## src/rtl/uart_tx_arbiter.sv

```systemverilog
// Round-robin arbiter sharing one uart_tx among NUM_REQ byte producers.
// Define UART_TX_ARB_LOCK_EN to add per-requester lock (multi-byte ownership).
module uart_tx_arbiter #(
  parameter int NUM_REQ = 4,
  parameter int PTR_W   = 2
) (
  input  logic                 clk,
  input  logic                 reset,
  input  logic [NUM_REQ-1:0]   req,
  input  logic [8*NUM_REQ-1:0] req_data,
`ifdef UART_TX_ARB_LOCK_EN
  input  logic [NUM_REQ-1:0]   lock,
`endif
  output logic [NUM_REQ-1:0]   ack,
  output logic [NUM_REQ-1:0]   grant,
  output logic                 busy,
  output logic [7:0]           tx_data,
  output logic                 tx_write_enable,
  input  logic                 tx_TC
);

  localparam logic [1:0] S_IDLE      = 2'd0;
  localparam logic [1:0] S_ISSUE     = 2'd1;
  localparam logic [1:0] S_WAIT_LOW  = 2'd2;
  localparam logic [1:0] S_WAIT_HIGH = 2'd3;

  logic [1:0]         state;
  logic [PTR_W-1:0]   ptr;
  logic [PTR_W-1:0]   owner;
  logic [NUM_REQ-1:0] req_eff;
  logic [PTR_W-1:0]   win;
  logic               found;
`ifdef UART_TX_ARB_LOCK_EN
  logic               locked;
`endif

  function automatic logic [PTR_W-1:0] next_idx(input logic [PTR_W-1:0] base, input int off);
    int s;
    s = int'(base) + off;
    if (s >= NUM_REQ) s = s - NUM_REQ;
    return PTR_W'(s);
  endfunction

  function automatic logic [NUM_REQ-1:0] onehot(input logic [PTR_W-1:0] idx);
    logic [NUM_REQ-1:0] r;
    r = '0;
    r[idx] = 1'b1;
    return r;
  endfunction

  // While a lock is held only the owner may compete.
  always_comb begin
    req_eff = req;
`ifdef UART_TX_ARB_LOCK_EN
    if (locked) req_eff = req & onehot(owner);
`endif
  end

  always_comb begin
    found = 1'b0;
    win   = '0;
    for (int k = 0; k < NUM_REQ; k++) begin
      if (!found && req_eff[next_idx(ptr, k)]) begin
        found = 1'b1;
        win   = next_idx(ptr, k);
      end
    end
  end

  always_ff @(posedge clk or negedge reset) begin
    if (!reset) begin
      state           <= S_IDLE;
      ptr             <= '0;
      owner           <= '0;
      ack             <= '0;
      grant           <= '0;
      busy            <= 1'b0;
      tx_data         <= '0;
      tx_write_enable <= 1'b0;
`ifdef UART_TX_ARB_LOCK_EN
      locked          <= 1'b0;
`endif
    end else begin
      ack             <= '0;
      tx_write_enable <= 1'b0;
      case (state)
        S_IDLE: begin
`ifdef UART_TX_ARB_LOCK_EN
          if (locked && !lock[owner]) begin
            locked <= 1'b0;
            grant  <= '0;
            ptr    <= next_idx(owner, 1);
          end else
`endif
          if (tx_TC && found) begin
            tx_data         <= req_data[8*int'(win) +: 8];
            grant           <= onehot(win);
            ack             <= onehot(win);
            owner           <= win;
            tx_write_enable <= 1'b1;
            busy            <= 1'b1;
            state           <= S_ISSUE;
          end
        end
        S_ISSUE: state <= S_WAIT_LOW;
        S_WAIT_LOW: begin
          if (!tx_TC) state <= S_WAIT_HIGH;
        end
        S_WAIT_HIGH: begin
          if (tx_TC) begin
            state <= S_IDLE;
            busy  <= 1'b0;
`ifdef UART_TX_ARB_LOCK_EN
            if (lock[owner]) begin
              locked <= 1'b1;
            end else begin
              grant <= '0;
              ptr   <= next_idx(owner, 1);
            end
`else
            grant <= '0;
            ptr   <= next_idx(owner, 1);
`endif
          end
        end
        default: state <= S_IDLE;
      endcase
    end
  end

endmodule
```

## config.mk

```make
export PLATFORM = sky130hd
export DESIGN_NAME = uart_tx_arbiter
export DESIGN_NICKNAME = d
export VERILOG_FILES = /design/src/rtl/uart_tx_arbiter.sv
export SDC_FILE = /design/constraint.sdc
export NUM_CORES = 1
export LEC_CHECK = 0
export CORE_MARGIN = 2
export CORE_UTILIZATION = 44
export CTS_CLUSTER_SIZE = 30
export DETAILED_ROUTE_END_ITERATION = 7
export PLACE_DENSITY = 0.91
export SLEW_MARGIN = 0
export SYNTH_ARGS = -nofsm -noshare
export SYNTH_HDL_FRONTEND = slang
export SYNTH_SLANG_ARGS = --single-unit
```

## constraint.sdc

```tcl
create_clock -name clk -period 3.7 [get_ports clk]
set_input_delay 0.74 -clock clk [delete_from_list [all_inputs] [get_ports clk]]
set_output_delay 0.74 -clock clk [all_outputs]
set_load 0.005 [all_outputs]
```

Word-level counts from Yosys, hierarchy flattened. Cells that the tools add are included.

Bits in registers: 24. Input bits: 39. Output and inout bits: 18. Logic and storage cells: 86.

Add/sub/neg operators: 9. Magnitude comparators: 11. Equal/unequal tests: 6. Shift-type cells: 1. Mux-type cells: 37. Reduce and logical (&&, ||, !) cells: 14.

Operator list (count): $shiftx A32 B6 Y8 (1); $mux W2 (12); $mux W4 (4); $lt A2 B3 Y1 const B (5); $mux W1 (13); $ge A3 B3 Y1 const B (4); $sub A2 B1 Y2 const B (5); $bmux W1 S2 (4); $pmux W2 S4 (1); $pmux W4 S2 (1); $add A2 B1 Y3 const B (2); $add A2 B2 Y3 const B (2); $ne A2 B2 Y1 const B (3); $reduce_and A3 Y1 (2); $logic_and A1 B1 Y1 (5); $eq A2 B2 Y1 const B (2); $reduce_and A2 Y1 (2); $ge A2 B3 Y1 const B (1); $logic_not A1 Y1 (3); $demux W1 S2 (1); $eq A2 B1 Y1 const B (1); $ge A2 B1 Y1 const B (1); $logic_not A2 Y1 (1); $pmux W1 S2 (1); $reduce_bool A2 Y1 (1).

Longest topological paths before layout. Gate-level depths: netlist of run 1.

Depth in word-level cells: 20. Depth in mapped cells: 7. Gate-level depth less buffers: 6.

Worst setup path before layout of run 1. No wires, ideal clock.

Kind: in2reg. Start: in req[0]. End: reg tx_data[2]. Library setup time: 0.141 ns. Arrival time: 1.642 ns. Required time: 3.559 ns. Slack: 1.917 ns. Cell stages on the path: 6. Path buffers: 1. Cells stage by stage: a21o_1 > a21oi_2 > o22a_4 > buf_8 > mux2i_1 > o221ai_1.

Word-level cells in the longest chain between the ends: 14. Elaborated cells on any way between the ends: 25. Those cells by class: shift: 1; mux: 16; reduce/logical: 8.

Ends and longest elaborated chain: start, declared (RTL line 9) `input logic [NUM_REQ-1:0] req,`; parallel branches: the longest is 14 deep, another holds $bmux W1 S2; end signal, assigned (RTL line 96) `tx_data <= req_data[8*int'(win) +: 8];`; end, declared (RTL line 17) `output logic [7:0] tx_data,`.

Several ways; the timed one is not identified. The select of a mux whose other input is x is not followed. A chain may end at the register's enable or synchronous reset.

Worst setup path after layout of run 1.
Start: in req[3]. End: reg tx_data[7].

The elaborated chain is that of the path after synthesis.

==> run metrics, run 1 <==
Leak=0.845 nW; Max VDD drop=513 µV; worst hold endpoint=busy$_DFFE_PN0P_; slowest cell on the critical path=clkdlybuf4s50_1; syn_nets=163; simple-gate share of the synthesized area=10.5%; Tcrit/Tclk final=65.4%; post-cts sizing count=0; Synth Instances=120; post-synthesis xor/xnor area fraction=less than 1%; post-CTS setup buffer count=0; leading cell types in the layout, fill and taps excluded=clkdlybuf4s50_1, dfrtp_1, mux2i_1, nand2_1; largest net degree at the start of global routing=25; complex-gate fraction of the synthesized area=19.0%; CP Capture Type=flop; Final min period=2.42 ns; Critical Setup Path Class=in -> reg; Worst R2R End=tx_data[7]$_DFFE_PN0P_; Sw Share=a little over a third; HPWL Detailed=2520 µm; worst reg2reg path startpoint=state[0]$_DFFE_PN0P_; Ys Warns=0; Storage cell area=601 µm²; flop-to-flop setup slack=1.64 ns; fin nets=218; CTS tree=done; Non-Filler Instances=205; GPL Wtd Cong=0.733; worst-margin pin slew=1.04 ns; drt wl/cell=15.5 µm; # diodes=0; PortBufs=56; hold_sp=busy$_DFFE_PN0P_; Final Hold Vio Count=0; clk_skew=0.00229 ns; Seq/Total Area, Yosys=47.0%; status=finished clean; Power Density=around 630 nW/µm²; post-synthesis adder-cell area fraction=3.92%; final WL=3180 µm; GRT Total Usage=21.1%; initial antenna violation count=0; TritonRoute pass-1 iters=4; Req. time, crit path=3.90 ns; IO Count=57; final slew viol count=0; Crit path arrival time=2.62 ns; GRT Residual Overflow=0; clock latency on the worst-skew pair=0.33 ns; placement row count=19; clk sink count=24; DIE WIDTH=57.9 µm; full die area=about 3400 µm²; commonest non-fill, non-tap cell in the layout=clkdlybuf4s50_1; chip height=between 50 and 60 µm; core area=2760 µm²; net switching power=0.000424 W; share of cells above drive strength 1=~4.6%; cell count of the worst reg-to-reg path=6; Hold Crit Depth=1; DRC violations left=0; Fin Setup TNS=0 ns; CP startpoint kind=input pin; endpoints failing setup=0; clk root buf=clkbuf_4; FF+latch count, synth=24; post-synth cell types=30; final total power=0.00117 W; clock share of power=12.2%; via count of the routed design=1,152; area of the multi-input gates=607 µm²; RSZ-0062 raised after global routing=no; CTS buffer count=3; Area Growth Syn to Fin=46.3%; Post-Syn Area per Cell=10.6 µm²; DRT iter0 DRCs=22; relative slew slack=30.6%; critical-path maximum fanout=13; Final ANT Viol Nets=0; placed cell count=201; clk slew on worst S/H paths=0.13 ns; Max Freq=0.413 GHz; Cell Area, Synth=1280 µm²; Int Power=between 0.0007 and 0.0008 W; CP max stage delay=0.46 ns; sequential group share of total power=37.4%; clk buf depth=2; Hold Crit Class=reg -> reg; starting density of the core=between 40% and 50%; mux contribution to synthesized area=13.4%; total of fill cells in the finished design=219; largest family of logic cells by synthesized area=compound AO/OA/AOI/OAI gates; H-tree lvl count=1; Logic pwr share=50.4%; most used cell, CP=nand3_1; number of global-route vias before repair=1,238; Max-cap violations=0; crit path cell chain=clkdlybuf4s50_1, nor2_1, nand3_1, nand3_1, inv_1, nand2_1, o221ai_1; # hold bufs at CTS=0; Vias/cell=5.62; first-pass GRT wire length=5260 µm
power by group through the flow:
stage / logic [W] / clock network [W] / registers [W]
floorplan: 0.000349 / 0 / 0.000435
global placement: 0.000560 / 0 / 0.000439
detailed placement: 0.000591 / 0 / 0.000442
CTS: 0.000595 / 0.000144 / 0.000438
global route: 0.000652 / 0.000155 / 0.000451
finish: 0.000590 / 0.000142 / 0.000439
worst max-delay path, delay by kind of cell:
family | cells | cell delay (ns)
compound gates | 1 | 0.19
buf+inv | 2 | 0.61
simple gates | 4 | 1.06
synthesized netlist by cell type (all sizes together):
master / count / share of area, %
a21oi: 4 / 1.9
mux2i: 16 / 13
o22a: 1 / 1.4
nor2: 8 / 2.4
a21o: 2 / 1.2
dfrtp: 24 / 47
o221ai: 8 / 5.5
o21ai: 4 / 1.6
nand4: 1 / 0.49
clkbuf: 2 / 0.59
nor2b: 2 / 0.98
a211o: 1 / 0.69
a32o: 4 / 3.1
buf: 4 / 2.8
nand2: 14 / 4.1
ha: 4 / 3.9
o22ai: 1 / 0.49
nand3: 2 / 0.78
mux2: 1 / 0.88
nor3: 2 / 0.78
inv: 7 / 2.1
o211ai: 1 / 0.59
a31oi: 2 / 0.98
a211oi: 1 / 0.98
nand2b: 2 / 0.98
xnor2: 1 / 0.69
a221oi: 1 / 0.69
stage by stage:
stage / utilization, % / hold WS (ns) / setup WS [ns] / area, µm²
floorplan: - / 0.444 / 1.92 / 1280
global placement: 66.5 / 0.466 / 1.12 / 1830
detailed placement: 66.5 / 0.483 / 0.909 / 1830
CTS: 67.8 / 0.516 / 1.29 / 1870
global route: 67.8 / 0.540 / 1.14 / 1870
finish: 67.8 / 0.509 / 1.28 / 1870
worst max path at each step:
stage                     startpoint                endpoint  slack (ns)
after floorplan               req[0]  tx_data[2]$_DFFE_PN0P_        1.92
after global placement        req[3]  tx_data[7]$_DFFE_PN0P_        1.12
after detailed placement      req[3]  tx_data[7]$_DFFE_PN0P_        0.91
after CTS                     req[3]  tx_data[0]$_DFFE_PN0P_        1.29
after global routing          req[3]  tx_data[4]$_DFFE_PN0P_        1.14
final                         req[3]  tx_data[7]$_DFFE_PN0P_        1.28
logic make-up (layout without fill, tap and decap cells):
logic type                 count (synthesis)  in the layout
buffers and inverters                     13             67
DFF                                       24             24
adders and majority gates                  4              4
xor gates and xnor gates                   1              1
and+or+nand+nor                           31             31
AOI/OAI and AO/OA                         30             30
muxes                                     17             17
area by class of cell:
type | instances | area share [%]
clock buffer | 4 | 1.94
inverter | 7 | 1.41
multi-input combinational | 83 | 32.5
sequential | 24 | 32.1
tap | 31 | 2.07
timing repair buffer | 56 | 30.0
flip-flops by register name, indices dropped and copies added (netlist names):
name             cells
tx_data              8
ack                  4
grant                4
owner                2
ptr                  2
state                2
busy                 1
tx_write_enable      1
layer usage:
| metal | routed length, µm | up-vias | GRT usage (%) |
|---|---|---|---|
| met5 | 0 | - | 0 |
| met1 | 1240 | 551 | 24.5 |
| met4 | 57 | 0 | 12.6 |
| met3 | 235 | 5 | 4.91 |
| met2 | 1650 | 52 | 35.6 |
| li1 | - | 544 | - |
(Power assumes the default switching activity.)
==> inputs of run 2 (changes only) <==
--- a/config.mk
+++ b/config.mk
@@ -6,10 +6,10 @@
 export NUM_CORES = 1
 export LEC_CHECK = 0
 export CORE_MARGIN = 2
-export CORE_UTILIZATION = 44
+export CORE_UTILIZATION = 41
 export CTS_CLUSTER_SIZE = 30
 export DETAILED_ROUTE_END_ITERATION = 7
-export PLACE_DENSITY = 0.91
+export PLACE_DENSITY = 0.86
 export SLEW_MARGIN = 0
 export SYNTH_ARGS = -nofsm -noshare
 export SYNTH_HDL_FRONTEND = slang
==> constraint.sdc (replaced) <==
create_clock -name clk -period 2.4 [get_ports clk]
set_input_delay 0.48 -clock clk [delete_from_list [all_inputs] [get_ports clk]]
set_output_delay 0.48 -clock clk [all_outputs]
set_load 0.005 [all_outputs]
==> run 2 against run 1 <==
Compared with the run above:
- worst setup slack worse by 0.80 ns
- count of clock-buffer cells in the layout unchanged
- flip-flop and latch count unchanged
- critical endpoint is now tx_data[4]$_DFFE_PN0P_
- clock power up 49%
- critical path depth down 1
- register-to-register slack worse by 1.0 ns
- sequential power up 55%
- combinational power up 54%
- wire length down 3.7%
- largest power group unchanged
- first-iteration DRC count rose to 2.5 times the previous value
- cell count up 2.0%
==> run metrics, run 2 (synthesized netlist as in run 1, its figures left out) <==
sequential group share of total power=37.7% (was 37.4%); Top reg by flops=tx_data (unchanged); post-CTS setup buffer count=0 (unchanged); Vias/cell=5.49 (was 5.62); placement row count=20 (was 19); full die area=3580 µm² (was 3350 µm²); critical-path maximum fanout=11 (was 13); drt wl/cell=14.7 µm (was 15.5 µm); post-cts sizing count=0 (unchanged); Logic pwr share=50.6% (was 50.4%); Leak=0.854 nW (was 0.845 nW); HPWL Detailed=2470 µm (was 2520 µm); Hold Crit Class=in -> async (was reg -> reg); PortBufs=56 (unchanged); chip height=59.8 µm (was 57.9 µm); Final Hold Vio Count=0 (unchanged); CP Capture Type=flop (unchanged); GRT Total Usage=19.0% (was 21.1%); first-pass GRT wire length=5150 µm (was 5260 µm); largest net degree at the start of global routing=25 (unchanged); # hold bufs at CTS=0 (unchanged); Int Power=0.00116 W (was 0.000747 W); worst slack at placement=0.155 ns (was 0.909 ns); total of fill cells in the finished design=258 (was 219); PnR worst setup slack=0.481 ns (was 1.28 ns); endpoints failing setup=0 (unchanged); Final min period=1.92 ns; Crit path arrival time=2.15 ns (was 2.62 ns); number of global-route vias before repair=1,156 (was 1,238); GPL Wtd Cong=0.737 (was 0.733); Regs by FF count=tx_data x8, ack x4, grant x4 (unchanged); Max-cap violations=0 (unchanged); clk sink count=24 (unchanged); DRT iter0 DRCs=55 (was 22); initial antenna violation count=0 (unchanged); fin nets=220 (was 218); final WL=3070 µm (was 3180 µm); Max Freq=0.521 GHz; worst-margin pin slew=0.412 ns (was 1.04 ns); starting density of the core=42.5% (was 46.3%); relative slew slack=72.4% (was 30.6%); Max VDD drop=410 µV (was 513 µV); Fin Setup TNS=0 ns (unchanged); RSZ-0062 raised after global routing=no (unchanged); Storage cell area=601 µm² (unchanged); final slew viol count=0 (unchanged); DRC violations left=0 (unchanged); H-tree lvl count=1 (unchanged); status=finished clean (unchanged); post-layout util=62.8% (was 67.8%); CTS buffer count=3 (unchanged); leading cell types in the layout, fill and taps excluded=clkdlybuf4s50_1, dfrtp_1, mux2i_1, nand2_1 (unchanged); clk buf depth=2 (unchanged); TritonRoute pass-1 iters=4 (unchanged); clock latency on the worst-skew pair=0.31 ns (was 0.33 ns); CTS tree=done (unchanged); Power Density=954 nW/µm² (was 627 nW/µm²); clock share of power=11.7% (was 12.2%); net switching power=0.000642 W (was 0.000424 W); commonest non-fill, non-tap cell in the layout=clkdlybuf4s50_1 (unchanged); Final ANT Viol Nets=0 (unchanged); DIE WIDTH=59.8 µm (was 57.9 µm); GRT Residual Overflow=0 (unchanged); max reg flops=8 (unchanged); Tcrit/Tclk final=79.9%; clk_skew=0.00104 ns (was 0.00229 ns); clk root buf=clkbuf_4 (unchanged); IO Count=57 (unchanged); area of the multi-input gates=607 µm² (unchanged); # diodes=0 (unchanged); Req. time, crit path=2.63 ns (was 3.90 ns); clk slew on worst S/H paths=0.12 ns (was 0.13 ns); Critical Setup Path Class=in -> reg (unchanged); via count of the routed design=1,148 (was 1,152); Sw Share=35.7% (was 36.2%); core area=3000 µm² (was 2760 µm²); Area Growth Syn to Fin=47.7% (was 46.3%); share of cells above drive strength 1=5.68% (was 4.60%); CP startpoint kind=input pin (unchanged)
==> run 2: metrics by stage <==
step	std cells	power [W]	cell area (µm²)	hold slack, ns
after CTS	209	0.00182	1890	0.509
after detailed placement	205	0.00160	1850	0.478
after global routing	209	0.00194	1890	0.537
final	209	0.00180	1890	0.507
after floorplan	120	0.00121	1280	0.184
after global placement	205	0.00155	1850	0.472
==> run 2: layout make-up <==
| type | count | area share, % |
|---|---|---|
| Clock buffer | 4 | 1.92 |
| Inverter | 7 | 1.39 |
| Multi-Input combinational cell | 83 | 32.2 |
| Sequential cell | 24 | 31.8 |
| Tap cell | 33 | 2.19 |
| Timing Repair Buffer | 58 | 30.5 |
==> run 2: power by group through the flow <==
stage	Sequential [W]	Combinational, W	Clock, W
after floorplan	0.000671	0.000538	0
after global placement	0.000679	0.000868	0
after detailed placement	0.000685	0.000918	0
after CTS	0.000679	0.000920	0.000217
after global routing	0.000700	0.00101	0.000227
final	0.000679	0.000910	0.000211
==> run 2: final timing paths <==
check | end | from | slack (ns) | cells after the start
min | busy$_DFFE_PN0P_ | reset | 0.51 | 2
max | tx_data[4]$_DFFE_PN0P_ | req[1] | 0.48 | 6
max in group asynchronous | ack[1]$_DFF_PN0_ | reset | 1.66 | 2
max reg2reg | tx_data[4]$_DFFE_PN0P_ | state[0]$_DFFE_PN0P_ | 0.63 | 6
min in group clk | busy$_DFFE_PN0P_ | busy$_DFFE_PN0P_ | 0.51 | 1
min reg2reg | busy$_DFFE_PN0P_ | busy$_DFFE_PN0P_ | 0.51 | 1
==> run 2: critical path, stage by stage <==
cell	delay (ns)
clkdlybuf4s50_1	0.51
nand2b_1	0.13
a21oi_1	0.10
a211oi_2	0.35
nand2_1	0.31
o221ai_1	0.28
==> run 2: routing by layer <==
| metal | wire length, µm | track usage [%] | up-vias |
|---|---|---|---|
| met5 | 0 | 0 | - |
| met4 | 64 | 8.57 | 0 |
| met3 | 230 | 4.55 | 6 |
| met2 | 1530 | 32.0 | 52 |
| met1 | 1240 | 22.9 | 540 |
| li1 | - | - | 550 |
==> inputs of run 3 (changes only) <==
==> constraint.sdc (replaced) <==
create_clock -name clk -period 1.85 [get_ports clk]
set_input_delay 0.37 -clock clk [delete_from_list [all_inputs] [get_ports clk]]
set_output_delay 0.37 -clock clk [all_outputs]
set_load 0.005 [all_outputs]
==> run 3 against run 2 <==
Compared with the run above:
- clock skew is essentially flat
- cell count grew 5.3%
- count of clock-buffer cells in the layout shrank 1
- non-clock buffer count grew 11
- clock power grew 82%
- hold slack lost 0.10 ns
- flip-flop and latch count is the same
- sequential power grew 30%
- via count grew 8.0%
- global-route usage grew 1.9 points
- wire length grew 11%
- critical path type unchanged
- critical endpoint is now tx_data[3]$_DFFE_PN0P_
==> run metrics, run 3 (synthesized netlist as in run 1, its figures left out) <==
# diodes=0 (unchanged); Regs by FF count=tx_data x8, ack x4, grant x4 (unchanged); starting density of the core=42.5% (unchanged); via count of the routed design=1,240 (was 1,148); number of global-route vias before repair=1,229 (was 1,156); PortBufs=56 (unchanged); DRT iter0 DRCs=35 (was 55); cell area after layout=2000 µm² (was 1890 µm²); DRC violations left=0 (unchanged); GRT Residual Overflow=0 (unchanged); Top reg by flops=tx_data (unchanged); # hold bufs at CTS=0 (unchanged); Final ANT Viol Nets=0 (unchanged); clk_skew=0.00110 ns (was 0.00104 ns); Worst R2R End=tx_data[3]$_DFFE_PN0P_ (was tx_data[4]$_DFFE_PN0P_); placed cell count=216 (was 205); GRT Total Usage=20.9% (was 19.0%); initial antenna violation count=0 (unchanged); worst reg2reg path startpoint=ptr[1]$_DFFE_PN0P_ (was state[0]$_DFFE_PN0P_); Leak=0.919 nW (was 0.854 nW); flop-to-flop setup slack=0.11 ns (was 0.63 ns); Hold Crit Class=in -> async (unchanged); CP startpoint kind=input pin (unchanged); Final min period=about 1.8 ns; Power Density=1280 nW/µm² (was 954 nW/µm²); cell count of the worst reg-to-reg path=5 (was 6); clk buf depth=2 (unchanged); Max VDD drop=630 µV (was 410 µV); core area=3000 µm² (unchanged); placed cell areas=1950 µm² (was 1850 µm²); CP Capture Type=flop (unchanged); Non-Filler Instances=220 (was 209); CTS tree=done (unchanged); RSZ-0062 raised after global routing=no (unchanged); final slew viol count=0 (unchanged); clk slew on worst S/H paths=0.14 ns (was 0.12 ns); clk root buf=clkbuf_4 (unchanged); relative slew slack=72.0% (was 72.4%); DIE WIDTH=59.8 µm (unchanged); Max Freq=0.565 GHz; H-tree lvl count=1 (unchanged); Max-cap violations=0 (unchanged); status=finished clean (unchanged); largest net degree at the start of global routing=25 (unchanged); Vias/cell=5.64 (was 5.49); Worst Hold Slack=0.403 ns (was 0.507 ns); Fin Setup TNS=0 ns (unchanged); IO Count=57 (unchanged); Final Hold Vio Count=0 (unchanged); TritonRoute pass-1 iters=4 (unchanged); max reg flops=8 (unchanged); Crit path arrival time=1.96 ns (was 2.15 ns); post-CTS setup buffer count=0 (unchanged); Critical Setup Path Class=in -> reg (unchanged); fin nets=231 (was 220); drt wl/cell=15.4 µm (was 14.7 µm); Critical Path End=tx_data[3]$_DFFE_PN0P_ (was tx_data[4]$_DFFE_PN0P_); endpoints failing setup=0 (unchanged); worst-margin pin slew=0.418 ns (was 0.412 ns); first-pass GRT wire length=5530 µm (was 5150 µm); commonest non-fill, non-tap cell in the layout=clkdlybuf4s50_1 (unchanged); Area Growth Syn to Fin=56.4% (was 47.7%); final WL=3400 µm (was 3070 µm); GPL Wtd Cong=0.779 (was 0.737); leading cell types in the layout, fill and taps excluded=clkdlybuf4s50_1, dfrtp_1, mux2i_1, nand2_1, buf_4 (was clkdlybuf4s50_1, dfrtp_1, mux2i_1, nand2_1); clock latency on the worst-skew pair=0.32 ns (was 0.31 ns); full die area=3580 µm² (unchanged); placement row count=20 (unchanged); final total power=0.00256 W (was 0.00180 W); chip height=59.8 µm (unchanged); Tcrit/Tclk final=95.7%; clk sink count=24 (unchanged); critical-path maximum fanout=19 (was 11); post-cts sizing count=0 (unchanged); Req. time, crit path=2.04 ns (was 2.63 ns); share of cells above drive strength 1=11.2% (was 5.68%); Worst Setup SP=req[1] (unchanged); HPWL Detailed=2620 µm (was 2470 µm); CTS buffer count=3 (unchanged)
## run 3: changes by cell type in the layout (fill, tap and decap cells not counted), sizes merged
cell / before / now
bufinv: 0 / 1
clkbuf: 4 / 3
buf: 2 / 13
## run 3: power by group
part	internal, W	switching (W)	leakage, nW	total, W
logic	0.000731	0.000564	0.585	0.00129
registers	0.000729	0.000156	0.306	0.000885
clock network	0.000219	0.000165	0.0279	0.000384
## run 3: cell type report
class | count | area (µm²)
sequential | 24 | 601
tap | 33 | 41.3
clock buffer | 3 | 22.5
fill | 237 | 1000
inverter | 7 | 26.3
timing repair buffer | 69 | 671
clock inverter | 1 | 30.0
multi-input combinational | 83 | 607
## run 3: how the worst min path moves through the flow
stage | to | from | slack [ns] | cells past startpoint
after floorplan | ack[0]$_DFF_PN0_ | reset | 0.07 | 0
after global placement | busy$_DFFE_PN0P_ | busy$_DFFE_PN0P_ | 0.47 | 1
after detailed placement | busy$_DFFE_PN0P_ | busy$_DFFE_PN0P_ | 0.47 | 1
after CTS | grant[2]$_DFFE_PN0P_ | reset | 0.40 | 2
after global routing | state[1]$_DFFE_PN0P_ | reset | 0.41 | 2
final | grant[2]$_DFFE_PN0P_ | reset | 0.40 | 2
## run 3: per-layer routing
layer | part of all wire (%) | global-route usage (%) | vias to the layer above | wire (µm)
met5 | 0 | 0 | - | 0
met4 | 2.0 | 9.52 | 0 | 68
met3 | 7.9 | 4.76 | 8 | 267
met2 | 52 | 36.2 | 73 | 1760
met1 | 38 | 24.4 | 587 | 1300
li1 | - | - | 572 | -
## run 3: worst max-delay path, cell delays in order
cell and delay, ns:
clkdlybuf4s50_1 0.47, a21o_1 0.19, a21oi_2 0.14, o22a_4 0.35
mux2i_1 0.27, o221ai_1 0.16
## run 3: stage by stage
| step | setup slack (ns) | util, % |
|---|---|---|
| after global placement | -0.153 | 64.8 |
| after global routing | 0.00264 | 66.5 |
| after CTS | 0.0889 | 66.5 |
| after detailed placement | -0.280 | 64.8 |
| after floorplan | 0.379 | - |
| final | 0.0789 | 66.5 |
